==> src/rtl/decimal32_pkg.sv <==
// decimal32_pkg
//   Shared constants and the 3-digit BCD -> DPD declet helper used by the
//   decimal32 packer and the encode arbiter.
package decimal32_pkg;

  localparam logic [4:0] COMB_SPECIAL   = 5'b11110;
  localparam logic [5:0] EXP_SPECIAL_LO = 6'b111111;
  localparam logic       SRC_ADD        = 1'b0;
  localparam logic       SRC_SUB        = 1'b1;

  // Densely-packed-decimal encoding of three BCD digits {d2, d1, d0}.
  // The case key is the "large digit" bit (bit 3) of each digit; nibbles
  // above 9 still follow the table through that bit.
  function automatic logic [9:0] dpd_encode(input logic [11:0] bcd);
    logic [3:0] d2;
    logic [3:0] d1;
    logic [3:0] d0;
    logic [9:0] r;
    d2 = bcd[11:8];
    d1 = bcd[7:4];
    d0 = bcd[3:0];
    case ({d2[3], d1[3], d0[3]})
      3'b000:  r = {d2[2:0], d1[2:0], 1'b0, d0[2:0]};
      3'b001:  r = {d2[2:0], d1[2:0], 1'b1, 2'b00, d0[0]};
      3'b010:  r = {d2[2:0], d0[2:1], d1[0], 1'b1, 2'b01, d0[0]};
      3'b011:  r = {d2[2:0], 2'b10, d1[0], 1'b1, 2'b11, d0[0]};
      3'b100:  r = {d0[2:1], d2[0], d1[2:0], 1'b1, 2'b10, d0[0]};
      3'b101:  r = {d1[2:1], d2[0], 2'b01, d1[0], 1'b1, 2'b11, d0[0]};
      3'b110:  r = {d0[2:1], d2[0], 2'b00, d1[0], 1'b1, 2'b11, d0[0]};
      3'b111:  r = {2'b00, d2[0], 2'b11, d1[0], 1'b1, 2'b11, d0[0]};
      default: r = 10'd0;
    endcase
    return r;
  endfunction

endpackage

==> src/rtl/decimal32_packer.sv <==
// decimal32_packer
//   Combinational packer: sign, 8-bit exponent and 7-digit BCD significand
//   into a 32-bit decimal32 interchange word.
//   Ports:
//     s       in  1   sign
//     e       in  8   exponent
//     m       in  28  significand, digit 6 in [27:24]
//     result  out 32  packed word
//     err     out 1   some significand nibble is greater than 9
module decimal32_packer
  import decimal32_pkg::*;
(
  input  logic        s,
  input  logic [7:0]  e,
  input  logic [27:0] m,
  output logic [31:0] result,
  output logic        err
);

  logic [4:0] comb_s;
  logic [5:0] exp_lo_s;
  logic       err_s;

  // Combination field and low exponent bits; the special exponent wins
  // over the large-leading-digit form.
  always_comb begin
    comb_s   = 5'd0;
    exp_lo_s = 6'd0;
    if (e[7:6] == 2'b11) begin
      comb_s   = COMB_SPECIAL;
      exp_lo_s = EXP_SPECIAL_LO;
    end else if (m[27]) begin
      comb_s   = {2'b11, e[7:6], m[24]};
      exp_lo_s = e[5:0];
    end else begin
      comb_s   = {e[7:6], m[26:24]};
      exp_lo_s = e[5:0];
    end
  end

  // Flag any non-decimal nibble in the significand.
  always_comb begin
    err_s = 1'b0;
    for (int i = 0; i < 7; i++) begin
      err_s = err_s | (m[i*4 +: 4] > 4'd9);
    end
  end

  assign result = {s, comb_s, exp_lo_s, dpd_encode(m[23:12]), dpd_encode(m[11:0])};
  assign err    = err_s;

endmodule

==> src/rtl/decimal32_encode_arbiter.sv <==
// decimal32_encode_arbiter
//   Round-robin arbiter sharing one decimal32 packer between the adder (a_*)
//   and subtractor (s_*) result paths, with a single-entry output register.
//   Ports:
//     clk, rst                 clock, synchronous active-high reset
//     a_valid/a_ready          adder handshake; a_s, a_e, a_m operand
//     s_valid/s_ready          subtractor handshake; s_s, s_e, s_m operand
//     out_valid/out_ready      output handshake
//     out_result               packed decimal32 word
//     out_src                  0 = adder, 1 = subtractor
//     out_err                  operand had a nibble greater than 9
module decimal32_encode_arbiter
  import decimal32_pkg::*;
(
  input  logic        clk,
  input  logic        rst,
  input  logic        a_valid,
  output logic        a_ready,
  input  logic        a_s,
  input  logic [7:0]  a_e,
  input  logic [27:0] a_m,
  input  logic        s_valid,
  output logic        s_ready,
  input  logic        s_s,
  input  logic [7:0]  s_e,
  input  logic [27:0] s_m,
  output logic        out_valid,
  input  logic        out_ready,
  output logic [31:0] out_result,
  output logic        out_src,
  output logic        out_err
);

  logic        out_valid_q, out_valid_d;
  logic [31:0] out_result_q, out_result_d;
  logic        out_src_q, out_src_d;
  logic        out_err_q, out_err_d;
  logic        last_q, last_d;

  logic        load_s;
  logic        grant_a_s;
  logic        grant_s_s;
  logic        sel_s_s;
  logic [7:0]  sel_e_s;
  logic [27:0] sel_m_s;
  logic [31:0] pack_result_s;
  logic        pack_err_s;

  // Grant decision: a tie goes to the path not granted last; reset blocks
  // every grant so no ready is issued while rst is high.
  always_comb begin
    load_s    = !out_valid_q || out_ready;
    grant_a_s = !rst && load_s && a_valid && (!s_valid || (last_q == SRC_SUB));
    grant_s_s = !rst && load_s && s_valid && (!a_valid || (last_q == SRC_ADD));
  end

  // Operand mux in front of the shared packer.
  always_comb begin
    if (grant_s_s) begin
      sel_s_s = s_s;
      sel_e_s = s_e;
      sel_m_s = s_m;
    end else begin
      sel_s_s = a_s;
      sel_e_s = a_e;
      sel_m_s = a_m;
    end
  end

  decimal32_packer u_packer (
    .s      (sel_s_s),
    .e      (sel_e_s),
    .m      (sel_m_s),
    .result (pack_result_s),
    .err    (pack_err_s)
  );

  // Next state of the output register and round-robin pointer.
  always_comb begin
    out_valid_d  = out_valid_q;
    out_result_d = out_result_q;
    out_src_d    = out_src_q;
    out_err_d    = out_err_q;
    last_d       = last_q;
    if (grant_a_s || grant_s_s) begin
      out_valid_d  = 1'b1;
      out_result_d = pack_result_s;
      out_src_d    = grant_s_s ? SRC_SUB : SRC_ADD;
      out_err_d    = pack_err_s;
      last_d       = grant_s_s ? SRC_SUB : SRC_ADD;
    end else if (out_valid_q && out_ready) begin
      out_valid_d  = 1'b0;
    end else begin
      out_valid_d  = out_valid_q;
    end
  end

  // State registers with synchronous reset.
  always_ff @(posedge clk) begin
    if (rst) begin
      out_valid_q  <= 1'b0;
      out_result_q <= 32'd0;
      out_src_q    <= 1'b0;
      out_err_q    <= 1'b0;
      last_q       <= SRC_SUB;
    end else begin
      out_valid_q  <= out_valid_d;
      out_result_q <= out_result_d;
      out_src_q    <= out_src_d;
      out_err_q    <= out_err_d;
      last_q       <= last_d;
    end
  end

  assign a_ready    = grant_a_s;
  assign s_ready    = grant_s_s;
  assign out_valid  = out_valid_q;
  assign out_result = out_result_q;
  assign out_src    = out_src_q;
  assign out_err    = out_err_q;

endmodule

==> config.mk <==
export PLATFORM = sky130hd
export DESIGN_NAME = decimal32_encode_arbiter
export DESIGN_NICKNAME = d
export VERILOG_FILES = /design/src/rtl/decimal32_pkg.sv /design/src/rtl/decimal32_packer.sv /design/src/rtl/decimal32_encode_arbiter.sv
export SDC_FILE = /design/constraint.sdc
export NUM_CORES = 1
export LEC_CHECK = 0
export ABC_AREA = 1
export BUFFER_PORTS_ARGS = -buffer_cell sky130_fd_sc_hd__buf_2
export CORE_MARGIN = 10
export CORE_UTILIZATION = 45
export DETAILED_ROUTE_END_ITERATION = 7
export PLACE_DENSITY = 0.78
export SYNTH_ARGS = -nofsm -noshare
export SYNTH_HDL_FRONTEND = slang
export SYNTH_SLANG_ARGS = --single-unit
==> constraint.sdc <==
create_clock -name clk -period 2.05 [get_ports clk]
set_input_delay 0.205 -clock clk [delete_from_list [all_inputs] [get_ports clk]]
set_output_delay 0.205 -clock clk [all_outputs]
set_load 0.02 [all_outputs]
==> run summary, run 1 <==
STA
-----------------------------------------------------------------------------
Minimum hold slack                                                   0.187 ns
Max-slew violation total from the final report                              0
RSZ-0062 raised after global routing                                       no
Accumulated negative setup slack                                         0 ns
Remaining max-slew budget at the tightest pin                           0.781
Fmax                                                                  556 MHz
Final clock period utilization by the worst path                        0.877
Final Hold Fails                                                            0
Number of setup violations in the final report                              0
Final setup skew                                                   0.00352 ns
Worst Tran Pin Value                                                 0.325 ns
Final period demand of the worst path                                 1.80 ns

PLACE
-----------------------------------------------------------------------------
Final GP Congestion                                                     0.868
Instance count after placement with tap cells included                    569
HPWL after DPL                                                        6300 um
Input/output buffers                                                      115

POWER
-----------------------------------------------------------------------------
Post-route total power                                                2.08 mW
Worst ir drop on vdd                                                 0.415 mV
Design internal power                                                 1.37 mW
Net switching fraction of the power                                     0.340
Combinational share of power                                            0.315
Leakage power total                                                   1.79 nW
Power per standard cell area                                      658 nW/um^2
Fraction of power consumed by sequential logic                          0.385
Power share of the clock group                                          0.299
Switching power of the nets                                          0.705 mW

YOSYS
-----------------------------------------------------------------------------
#FFs+latches synth                                                         36
Total nets after synthesis                                                472
Number of cells produced by synthesis                                     393
Count of unique library cells instantiated by Yosys                        28
Yosys synthesis warning count                                               0
Portion of the post-synthesis area used by sequential elements          0.298
Mapped Area                                                         2410 um^2
Syn Area/Cell                                                       6.14 um^2

LAYOUT
-----------------------------------------------------------------------------
Area growth from synthesis to layout                                    30.6%
Most common cell after layout, fill and taps aside               sky130_fd_sc_hd__nand2_1
Ant diodes                                                                  0
Register area                                                        721 um^2
Area of the multi-input gates                                       1390 um^2
Most used cells in the layout excluding fill and tap cells       127 x sky130_fd_sc_hd__nand2_1, 115 x sky130_fd_sc_hd__buf_2, 45 x sky130_fd_sc_hd__inv_1
Layout Nets                                                               585
Final Non-Filler Cells                                                    577
Layout cells sized above 1                                              0.314
Layout filler cell count                                                  535

GLOBAL ROUTE
-----------------------------------------------------------------------------
First-pass GRT wire length                                           12900 um
Vias in the first global route                                           2777
Largest net degree at the start of global routing                          26
Overall overflow remaining after global route                               0
GRT Resource Usage Total                                                0.178
Initial antenna violation count                                             0

FLOORPLANNING
-----------------------------------------------------------------------------
Die boundary width                                                    93.3 um
Number of rows in the core area                                            26
Die span in y                                                         93.3 um
Core ar.                                                            5140 um^2
Initial Utilization                                                     0.470
Die footprint                                                       8700 um^2
Ports                                                                     116

CLOCK TREE
-----------------------------------------------------------------------------
Quantity of hold-fixing buffers added after cts                             0
H-Tree Level Count                                                          2
Post-CTS setup repair buffer count                                          0
Root Buffer                                                      sky130_fd_sc_hd__clkbuf_8
Latest clock arrival within the worst-skew pair                       0.29 ns
Total number of clock tree sinks                                           36
Maximum buffer depth of the clock tree                                      2
CTS tree                                                                  yes
Num CTS Buffers                                                             5
Clock transition at the registers of the reported paths               0.07 ns
Number of resized instances in the post-cts repair step                     0

WORST SETUP PATH
-----------------------------------------------------------------------------
Arrival time at the worst endpoint                                    2.02 ns
Launching point of the worst reg2reg path                              last_q
Path depth of the worst reg2reg path                                       10
Top fanout value on the critical path                                      22
Endpoint of the worst-slack reg-to-reg timing path               out_result[19]
Startpoint kind of the worst setup timing path                      flip-flop
Worst reg-to-reg setup slack                                          0.25 ns
Kind of capture point of the worst setup path                       flip-flop
CP required                                                           2.27 ns
Path type of the worst setup path                                     reg2reg

DETAILED ROUTING
-----------------------------------------------------------------------------
Mean routed wirelength per cell                                       13.6 um
Vias after detailed routing                                              2815
Count of unresolved DRC violations after routing                            0
Iter 0 DRT Violations                                                     130
Wire length reported by the detailed router                           7870 um
Via count normalized by instance count                                   4.88
Number of routed nets with antenna violations                               0
Drt first pass iters                                                        4

MIN PATH
-----------------------------------------------------------------------------
Worst Hold Path Cells                                                       3
Launch instance of the worst min-delay path                           a_m[20]
Hold WC Path Type                                                      in2reg
WHS Endpoint                                                     out_result[17]

RUN
-----------------------------------------------------------------------------
# Max-Cap Violations                                                        0

OUTCOME
-----------------------------------------------------------------------------
Outcome                                                          finished, final reports clean

-- state kept, by name, summed over array words and instances (netlist names) --
name / cells
out_result: 32
last_q: 1
out_err: 1
out_src: 1
out_valid: 1
-- layer usage --
metal | wire length, um | up-vias | GRT usage
li1 | - | 1468 | -
met1 | 3410 | 1237 | 0.220
met2 | 3740 | 102 | 0.291
met3 | 631 | 8 | 0.0560
met4 | 79 | 0 | 0.0450
met5 | 0 | - | 0
-- synth_stat cells --
cell type | instances | share of area
sky130_fd_sc_hd__o21a_1 | 4 | 0.012
sky130_fd_sc_hd__a21oi_2 | 2 | 0.0073
sky130_fd_sc_hd__a21oi_4 | 1 | 0.0067
sky130_fd_sc_hd__o211ai_1 | 1 | 0.0031
sky130_fd_sc_hd__buf_6 | 5 | 0.023
sky130_fd_sc_hd__inv_2 | 3 | 0.0047
sky130_fd_sc_hd__nor2_4 | 1 | 0.0047
sky130_fd_sc_hd__dfxtp_1 | 36 | 0.30
sky130_fd_sc_hd__buf_4 | 3 | 0.0093
sky130_fd_sc_hd__o21ai_4 | 1 | 0.0067
sky130_fd_sc_hd__nand3_2 | 1 | 0.0041
sky130_fd_sc_hd__nand3_1 | 19 | 0.039
sky130_fd_sc_hd__o21ai_2 | 3 | 0.011
sky130_fd_sc_hd__nor2_1 | 34 | 0.053
sky130_fd_sc_hd__nor3_1 | 2 | 0.0041
sky130_fd_sc_hd__a21oi_1 | 28 | 0.058
sky130_fd_sc_hd__nand2_4 | 3 | 0.014
sky130_fd_sc_hd__or2_2 | 4 | 0.010
sky130_fd_sc_hd__nor3_2 | 2 | 0.0083
sky130_fd_sc_hd__o21bai_1 | 8 | 0.025
sky130_fd_sc_hd__clkbuf_1 | 4 | 0.0062
sky130_fd_sc_hd__o21ai_1 | 9 | 0.019
sky130_fd_sc_hd__nand4_1 | 6 | 0.016
sky130_fd_sc_hd__buf_2 | 6 | 0.012
sky130_fd_sc_hd__o21ai_0 | 28 | 0.058
sky130_fd_sc_hd__inv_1 | 45 | 0.070
sky130_fd_sc_hd__nand2_2 | 7 | 0.018
sky130_fd_sc_hd__nand2_1 | 127 | 0.20
-- power groups by stage --
stage | Combinational, mW | Clock (mW) | Sequential, mW
2_1_floorplan | 0.347 | 0 | 0.892
6_report | 0.655 | 0.621 | 0.800
3_5_place_dp | 0.653 | 0 | 0.814
5_1_grt | 0.735 | 0.665 | 0.807
3_3_place_gp | 0.645 | 0 | 0.813
4_1_cts | 0.656 | 0.631 | 0.799
-- worst max path at each step --
| stage | from | to | slack [ns] | depth (start not counted) |
|---|---|---|---|---|
| after global routing | last_q | out_result[19] | 0.1 | 10 |
| after detailed placement | rst | out_result[15] | 0.27 | 9 |
| after global placement | last_q | out_result[10] | 0.34 | 10 |
| after floorplan | out_valid | out_result[16] | 0.47 | 10 |
| final | last_q | out_result[19] | 0.25 | 10 |
| after CTS | last_q | out_result[19] | 0.27 | 10 |
-- stage by stage --
stage           util  worst slack, ns  instance area, um^2
2_1_floorplan      -            0.473                 2410
3_3_place_gp   0.593            0.340                 3050
3_5_place_dp   0.593            0.267                 3050
4_1_cts        0.614            0.271                 3150
5_1_grt        0.614           0.0968                 3150
6_report       0.614            0.253                 3150
-- cell type report --
class,instances,share of cell area
Multi-Input combinational cell,291,0.441
Tap cell,70,0.0278
Sequential cell,36,0.228
Inverter,48,0.0571
Timing Repair Buffer,124,0.212
Clock inverter,2,0.0111
Clock buffer,6,0.0230
-- worst max-delay path: stages, from the launching register on --
cell                      delay (ns)
sky130_fd_sc_hd__dfxtp_1        0.33
sky130_fd_sc_hd__nand2_1        0.08
sky130_fd_sc_hd__nand2_4        0.13
sky130_fd_sc_hd__inv_2          0.10
sky130_fd_sc_hd__nand2_4        0.24
sky130_fd_sc_hd__buf_4          0.22
sky130_fd_sc_hd__nand2_1        0.11
sky130_fd_sc_hd__o21ai_4        0.09
sky130_fd_sc_hd__nand2_1        0.12
sky130_fd_sc_hd__o21a_1         0.18
sky130_fd_sc_hd__a21oi_1        0.13
-- kinds of logic (layout without fill, tap and decap cells) --
kind of cell,Yosys count,in the layout,synth area share
AOI/OAI and AO/OA,85,85,0.207
buffers and inverters,66,180,0.126
DFF,36,36,0.298
and+or+nand+nor,206,206,0.369
No activity file was read; power rests on OpenSTA's default activity.
==> inputs of run 2 (changes only) <==
--- a/config.mk
+++ b/config.mk
@@ -5,12 +5,11 @@
 export SDC_FILE = /design/constraint.sdc
 export NUM_CORES = 1
 export LEC_CHECK = 0
-export ABC_AREA = 1
 export BUFFER_PORTS_ARGS = -buffer_cell sky130_fd_sc_hd__buf_2
 export CORE_MARGIN = 10
-export CORE_UTILIZATION = 45
+export CORE_UTILIZATION = 47
 export DETAILED_ROUTE_END_ITERATION = 7
-export PLACE_DENSITY = 0.78
+export PLACE_DENSITY = 0.81
 export SYNTH_ARGS = -nofsm -noshare
 export SYNTH_HDL_FRONTEND = slang
 export SYNTH_SLANG_ARGS = --single-unit
==> run 2 against run 1 <==
Non-clock buffer count grew 1. Flip-flop and latch count is the same. Cell count is 14% lower. Sequential share of layout area grew 0.33 points. Synthesized area is 0.78% higher. First-iteration DRC count is 0.77% higher.
==> run summary, run 2 <==
YOSYS
--------------------------------------------------------------------------------
Portion of the post-synthesis area used by sequential elements             0.296   was 0.298
Mapped Area                                                            2430 um^2   was 2410 um^2
Most numerous cell in the Yosys netlist                             sky130_fd_sc_hd__dfxtp_1   was sky130_fd_sc_hd__nand2_1
List of most frequent post-synthesis cells                          36 x sky130_fd_sc_hd__dfxtp_1, 35 x sky130_fd_sc_hd__nand2_1, 32 x sky130_fd_sc_hd__nor2_1   was 127 x sky130_fd_sc_hd__nand2_1, 45 x sky130_fd_sc_hd__inv_1, 36 x sky130_fd_sc_hd__dfxtp_1
Number of flops mapped to enable cells by yosys                                0   unchanged
Top area cells in the synthesized netlist                           sky130_fd_sc_hd__dfxtp_1 30%, sky130_fd_sc_hd__o21ai_0 6.2%, sky130_fd_sc_hd__a311oi_1 6.1%, sky130_fd_sc_hd__nand2_1 5.4%, sky130_fd_sc_hd__nor2_1 4.9%   was sky130_fd_sc_hd__dfxtp_1 30%, sky130_fd_sc_hd__nand2_1 20%, sky130_fd_sc_hd__inv_1 7.0%, sky130_fd_sc_hd__a21oi_1 5.8%, sky130_fd_sc_hd__o21ai_0 5.8%
Leading area contributor after synthesis                            sky130_fd_sc_hd__dfxtp_1   unchanged
#FFs+latches synth                                                            36   unchanged
Fraction of post-synthesis cell area in the top cell type by area          0.296   was 0.298
Number of cells produced by synthesis                                        320   was 393
Syn Area/Cell                                                          7.60 um^2   was 6.14 um^2
Most common flop cell mapped by yosys                               sky130_fd_sc_hd__dfxtp_1   unchanged
Total nets after synthesis                                                   399   was 472
Count of unique library cells instantiated by Yosys                           53   was 28
Share of flip-flops with an asynchronous set or reset                          0   unchanged
Yosys synthesis warning count                                                  0   unchanged

FLOORPLANNING
--------------------------------------------------------------------------------
Die footprint                                                          8460 um^2   was 8700 um^2
Die boundary width                                                       92.0 um   was 93.3 um
Core ar.                                                               5070 um^2   was 5140 um^2
Ports                                                                        116   unchanged
Initial Utilization                                                        0.480   was 0.470
Die span in y                                                            92.0 um   was 93.3 um
Number of rows in the core area                                               26   unchanged

CLOCK TREE
--------------------------------------------------------------------------------
Num CTS Buffers                                                                5   unchanged
Post-CTS setup repair buffer count                                             0   unchanged
Maximum buffer depth of the clock tree                                         2   unchanged
Total number of clock tree sinks                                              36   unchanged
H-Tree Level Count                                                             2   unchanged
Clock transition at the registers of the reported paths                  0.07 ns   about the same
CTS tree                                                                     yes   unchanged
Latest clock arrival within the worst-skew pair                          0.30 ns   was 0.29 ns
Root Buffer                                                         sky130_fd_sc_hd__clkbuf_8   unchanged

LAYOUT
--------------------------------------------------------------------------------
Max FFs per register                                                          32   unchanged
Area growth from synthesis to layout                                       27.8%   was 30.6%
Layout Nets                                                                  503   was 585
Most common cell after layout, fill and taps aside                  sky130_fd_sc_hd__buf_2   was sky130_fd_sc_hd__nand2_1
Layout cells sized above 1                                                 0.348   was 0.314
Most used cells in the layout excluding fill and tap cells          115 x sky130_fd_sc_hd__buf_2, 36 x sky130_fd_sc_hd__dfxtp_1, 35 x sky130_fd_sc_hd__nand2_1   was 127 x sky130_fd_sc_hd__nand2_1, 115 x sky130_fd_sc_hd__buf_2, 45 x sky130_fd_sc_hd__inv_1
Ant diodes                                                                     0   unchanged

GLOBAL ROUTE
--------------------------------------------------------------------------------
Vias in the first global route                                              2818   was 2777
GR met3 Demand/Resource                                                   0.0628   was 0.0560
Initial antenna violation count                                                0   unchanged
Largest net degree at the start of global routing                             32   was 26
Met1 layer usage reported by global route                                  0.236   was 0.220
Most crowded layer after global routing                                     met2   unchanged
GR met2 Demand/Resource                                                    0.299   was 0.291
First-pass GRT wire length                                              13600 um   was 12900 um
GRT Resource Usage Total                                                   0.189   was 0.178
Overall overflow remaining after global route                                  0   unchanged

WORST SETUP PATH
--------------------------------------------------------------------------------
CP required                                                              1.85 ns   was 2.27 ns
Launching point of the worst reg2reg path                              out_valid   was last_q
Worst setup path start                                                    last_q   unchanged
Capture point of the worst path                                          s_ready   was out_result[19]
Endpoint of the worst-slack reg-to-reg timing path                  out_result[5]   was out_result[19]
Path depth of the worst reg2reg path                                           4   was 10
Worst reg-to-reg setup slack                                             0.37 ns   was 0.25 ns
Path type of the worst setup path                                        reg2out   was reg2reg
Startpoint kind of the worst setup timing path                         flip-flop   unchanged
Kind of capture point of the worst setup path                         output pin   was flip-flop
Top fanout value on the critical path                                         18   was 22
Arrival time at the worst endpoint                                       1.53 ns   was 2.02 ns

DETAILED ROUTING
--------------------------------------------------------------------------------
Drt first pass iters                                                           4   unchanged
Wire length reported by the detailed router                              8300 um   was 7870 um
Mean routed wirelength per cell                                          16.8 um   was 13.6 um
Vias after detailed routing                                                 2861   was 2815
Number of routed nets with antenna violations                                  0   unchanged
Count of unresolved DRC violations after routing                               0   unchanged
Iter 0 DRT Violations                                                        131   was 130
Via count normalized by instance count                                      5.78   was 4.88

STA
--------------------------------------------------------------------------------
Final Hold Fails                                                               0   unchanged
Minimum hold slack                                                      0.170 ns   was 0.187 ns
Worst Tran Pin Value                                                    0.672 ns   was 0.325 ns
Final setup skew                                                       0.0103 ns   was 0.00352 ns
Accumulated negative setup slack                                            0 ns   unchanged
Number of setup violations in the final report                                 0   unchanged
Final clock period utilization by the worst path                           0.844   was 0.877
Fmax                                                                     578 MHz   was 556 MHz
Max-slew violation total from the final report                                 0   unchanged
RSZ-0062 raised after global routing                                          no   unchanged
Final period demand of the worst path                                    1.73 ns   was 1.80 ns
Remaining max-slew budget at the tightest pin                              0.550   was 0.781

PLACE
--------------------------------------------------------------------------------
Final GP Congestion                                                        0.899   was 0.868
Input/output buffers                                                         115   unchanged
HPWL after DPL                                                           6490 um   was 6300 um

POWER
--------------------------------------------------------------------------------
Power per standard cell area                                         616 nW/um^2   was 658 nW/um^2
Post-route total power                                                   1.91 mW   was 2.08 mW
Worst ir drop on vdd                                                    0.316 mV   was 0.415 mV
Leakage power total                                                      1.37 nW   was 1.79 nW

MIN PATH
--------------------------------------------------------------------------------
Hold WC Path Type                                                         in2reg   unchanged
Worst Hold Path Cells                                                          3   unchanged
Launch instance of the worst min-delay path                               s_e[5]   was a_m[20]

OUTCOME
--------------------------------------------------------------------------------
Outcome                                                             finished, final reports clean   unchanged

RUN
--------------------------------------------------------------------------------
# Max-Cap Violations                                                           0   unchanged

[run 2: repair_timing]
item                                    in CTS  in global routing
hold endpoints to repair                     0                  0
endpoints found under the setup margin       0                 25
hold buffers                                 0                  0
gates resized for setup                      0                  1
[run 2: logic make-up after synthesis]
logic type      share of synthesized area
mux                               0.00823
buf+inv                            0.0879
flops                               0.296
compound gates                      0.303
simple gates                        0.305
[run 2: critical path, stage by stage (launching register included)]
cell                       delay (ns)
sky130_fd_sc_hd__dfxtp_1         0.37
sky130_fd_sc_hd__a21boi_2        0.16
sky130_fd_sc_hd__nand3_1         0.14
sky130_fd_sc_hd__inv_2           0.32
sky130_fd_sc_hd__buf_2           0.24
[run 2: layout make-up]
type                    instances  area (um^2)
inverters                      13         48.8
flip-flops and latches         36          721
clock inverters                 1         7.51
clock buffers                   7         86.3
repair buffers                125          651
fillers                       465         1970
well taps                      70         87.6
multi-input cells             243         1510
[run 2: metrics by stage]
step | setup slack, ns | cell area, um^2 | instances | util
finish | 0.319 | 3110 | 495 | 0.613
global route | 0.250 | 3110 | 495 | 0.613
CTS | 0.0236 | 3110 | 495 | 0.612
detailed placement | 0.0552 | 3010 | 487 | 0.594
global placement | 0.136 | 3010 | 487 | 0.594
floorplan | 0.528 | 2430 | 320 | -
[run 2: routing by layer]
layer / vias up / part of all wire
met2: 164 / 0.45
met1: 1288 / 0.43
met5: - / 0
li1: 1400 / -
met3: 9 / 0.11
met4: 0 / 0.0099
[run 2: where the power goes]
group	switching, mW	leakage, nW	internal [mW]
clock	0.273	0.0445	0.273
sequential	0.0325	0.298	0.762
combinational	0.352	1.03	0.222
[run 2: worst min-delay path by stage]
| stage | endpoint |
|---|---|
| detailed placement | out_result[29] |
| global route | out_result[24] |
| floorplan | out_result[22] |
| global placement | out_result[29] |
| CTS | out_result[25] |
| finish | out_result[25] |
==> inputs of run 3 (changes only) <==
--- a/config.mk
+++ b/config.mk
@@ -7,9 +7,9 @@
 export LEC_CHECK = 0
 export BUFFER_PORTS_ARGS = -buffer_cell sky130_fd_sc_hd__buf_2
 export CORE_MARGIN = 10
-export CORE_UTILIZATION = 47
+export CORE_UTILIZATION = 42
 export DETAILED_ROUTE_END_ITERATION = 7
-export PLACE_DENSITY = 0.81
+export PLACE_DENSITY = 0.76
 export SYNTH_ARGS = -nofsm -noshare
 export SYNTH_HDL_FRONTEND = slang
 export SYNTH_SLANG_ARGS = --single-unit
==> constraint.sdc (replaced) <==
create_clock -name clk -period 1.4 [get_ports clk]
set_input_delay 0.14 -clock clk [delete_from_list [all_inputs] [get_ports clk]]
set_output_delay 0.14 -clock clk [all_outputs]
set_load 0.02 [all_outputs]
==> run 3 against run 2 <==
The run now ends with negative setup slack left. Global-route usage is 0.22 points higher. Die area is 9.3% higher. Register-to-register slack worse by 0.41 ns. Sequential power is 46% higher. Wire length is 13% higher. Critical path depth is 2 higher. Worst hold slack worse by 0.057 ns. Critical path type is now reg2reg. Largest cell class unchanged.
==> run summary, run 3 (synthesis gave the netlist of run 2 again) <==
OUTCOME
-------------------------------------------------------------------------
Outcome                                                      complete, but fails checks   was finished, final reports clean
Violations in the final reports                              negative setup slack

PLACE
-------------------------------------------------------------------------
Instance count after placement with tap cells included                519   was 487
Final GP Congestion                                                 0.959   was 0.899
HPWL after DPL                                                    7130 um   was 6490 um
Input/output buffers                                                  115   unchanged

STA
-------------------------------------------------------------------------
RSZ-0062 raised after global routing                                  yes   was no
Final clock period utilization by the worst path                     1.03
Final period demand of the worst path                             1.44 ns
Final setup skew                                               0.00834 ns   was 0.0103 ns
Final critical-path setup slack                                -0.0424 ns   was 0.319 ns
Fmax                                                              693 MHz
Minimum hold slack                                               0.113 ns   was 0.170 ns
Worst Tran Pin Value                                             0.435 ns   was 0.672 ns
Accumulated negative setup slack                                -0.147 ns   was 0 ns
Number of setup violations in the final report                          6   was 0
Remaining max-slew budget at the tightest pin                       0.707   was 0.550
Max-slew violation total from the final report                          0   unchanged
Final Hold Fails                                                        0   unchanged

DETAILED ROUTING
-------------------------------------------------------------------------
Iter 0 DRT Violations                                                 131   unchanged
Drt first pass iters                                                    4   unchanged
Count of unresolved DRC violations after routing                        0   unchanged
Vias after detailed routing                                          3035   was 2861
Via count normalized by instance count                               5.68   was 5.78
Wire length reported by the detailed router                       9400 um   was 8300 um
Number of routed nets with antenna violations                           0   unchanged
Mean routed wirelength per cell                                   17.6 um   was 16.8 um

WORST SETUP PATH
-------------------------------------------------------------------------
Launching point of the worst reg2reg path                       out_valid   unchanged
CP required                                                       1.58 ns   was 1.85 ns
Top fanout value on the critical path                                   8   was 18
Path depth of the worst reg2reg path                                    6   was 4
Critical Path Most Common Cell                               sky130_fd_sc_hd__buf_4
Kind of capture point of the worst setup path                   flip-flop   was output pin
Cell breakdown of the critical path                          nor2b_4, buf_4, nor4_4, buf_4, nor4_2, a211oi_1   was a21boi_2, nand3_1, inv_2, buf_2
Cell at the slowest stage of the critical path               sky130_fd_sc_hd__dfxtp_2   was sky130_fd_sc_hd__dfxtp_1
Path type of the worst setup path                                 reg2reg   was reg2out
Largest incremental delay on the critical path                    0.35 ns   was 0.37 ns
Arrival time at the worst endpoint                                1.62 ns   was 1.53 ns
Endpoint of the worst-slack reg-to-reg timing path           out_result[11]   was out_result[5]
Worst reg-to-reg setup slack                                     -0.04 ns   was 0.37 ns
Startpoint kind of the worst setup timing path                  flip-flop   unchanged

FLOORPLANNING
-------------------------------------------------------------------------
Initial Utilization                                                 0.437   was 0.480
Core ar.                                                        5570 um^2   was 5070 um^2
Die span in y                                                     96.1 um   was 92.0 um
Die footprint                                                   9240 um^2   was 8460 um^2
Die boundary width                                                96.1 um   was 92.0 um
Ports                                                                 116   unchanged
Number of rows in the core area                                        27   was 26

CLOCK TREE
-------------------------------------------------------------------------
Total number of clock tree sinks                                       36   unchanged
Maximum buffer depth of the clock tree                                  2   unchanged
Clock transition at the registers of the reported paths           0.08 ns   was 0.07 ns
H-Tree Level Count                                                      2   unchanged
Root Buffer                                                  sky130_fd_sc_hd__clkbuf_8   unchanged
Num CTS Buffers                                                         5   unchanged
Latest clock arrival within the worst-skew pair                   0.29 ns   was 0.30 ns
CTS tree                                                              yes   unchanged

LAYOUT
-------------------------------------------------------------------------
Area growth from synthesis to layout                                48.6%   was 27.8%
Most used cells in the layout excluding fill and tap cells   113 x sky130_fd_sc_hd__buf_2, 35 x sky130_fd_sc_hd__buf_4, 34 x sky130_fd_sc_hd__nand2_1, 34 x sky130_fd_sc_hd__dfxtp_1, 32 x sky130_fd_sc_hd__nor2_1   was 115 x sky130_fd_sc_hd__buf_2, 36 x sky130_fd_sc_hd__dfxtp_1, 35 x sky130_fd_sc_hd__nand2_1
Final Non-Filler Cells                                                534   was 495
Max FFs per register                                                   32   unchanged
Most common cell after layout, fill and taps aside           sky130_fd_sc_hd__buf_2   unchanged
Layout Nets                                                           541   was 503
Post-layout util                                                    0.649   was 0.613
Layout cells sized above 1                                          0.448   was 0.348
Ant diodes                                                              0   unchanged

MIN PATH
-------------------------------------------------------------------------
Hold WC Path Type                                                  in2reg   unchanged
WHS Endpoint                                                 out_result[24]   was out_result[25]
Launch instance of the worst min-delay path                        s_e[4]   was s_e[5]
Worst Hold Path Cells                                                   3   unchanged

POWER
-------------------------------------------------------------------------
Power per standard cell area                                  834 nW/um^2   was 616 nW/um^2
Leakage power total                                               1.62 nW   was 1.37 nW
Worst ir drop on vdd                                             0.427 mV   was 0.316 mV
Post-route total power                                            3.02 mW   was 1.91 mW

GLOBAL ROUTE
-------------------------------------------------------------------------
Initial antenna violation count                                         0   unchanged
Overall overflow remaining after global route                           0   unchanged
Vias in the first global route                                       2945   was 2818
First-pass GRT wire length                                       14200 um   was 13600 um
GRT Resource Usage Total                                            0.191   was 0.189
Largest net degree at the start of global routing                      31   was 32

RUN
-------------------------------------------------------------------------
# Max-Cap Violations                                                    0   unchanged

-- run 3: per-layer routing --
layer	vias up	global-route usage	routed length, um
li1	1481	-	-
met1	1400	0.221	3850
met2	139	0.338	4570
met3	15	0.0451	845
met4	0	0.0577	130
met5	-	0	0
-- run 3: what timing repair did --
item	CTS	global route
hold buffers	0	0
setup endpoints to repair	35	32
setup buffers	5	4
resized for setup	31	15
pin swaps	8	16
-- run 3: worst max path at each step --
stage | startpoint | to | cells after the start
5_1_grt | out_valid | out_result[11] | 6
3_3_place_gp | out_valid | out_result[1] | 5
3_5_place_dp | out_valid | out_result[1] | 5
6_report | out_valid | out_result[11] | 6
2_1_floorplan | out_valid | out_result[6] | 5
4_1_cts | last_q | s_ready | 5
-- run 3: worst max-delay path, delay by kind of cell (launching register included) --
kind                   cells  cell delay, ns
and+or+nand+nor            3            0.54
DFF                        1            0.35
buffers and inverters      2            0.33
AOI/OAI and AO/OA          1            0.10
-- run 3: area by class of cell --
cell class              instances  area, um^2
multi-input cells             243        1640
inverters                      13        51.3
repair buffers                163        1010
clock buffers                   7        96.3
flip-flops and latches         36         726
well taps                      72        90.1
fillers                       503        1960
-- run 3: through the flow --
| stage | setup slack, ns | instance area [um^2] |
|---|---|---|
| after floorplan | -0.0815 | 2430 |
| after global placement | -0.207 | 3270 |
| after detailed placement | -0.286 | 3270 |
| after CTS | -0.0357 | 3520 |
| after global routing | -0.0976 | 3620 |
| final | -0.0424 | 3620 |
-- run 3: report_power, final --
part / internal (mW) / switching, mW
clock network: 0.439 / 0.390
registers: 1.12 / 0.0478
logic: 0.446 / 0.580
total: 2.00 / 1.02
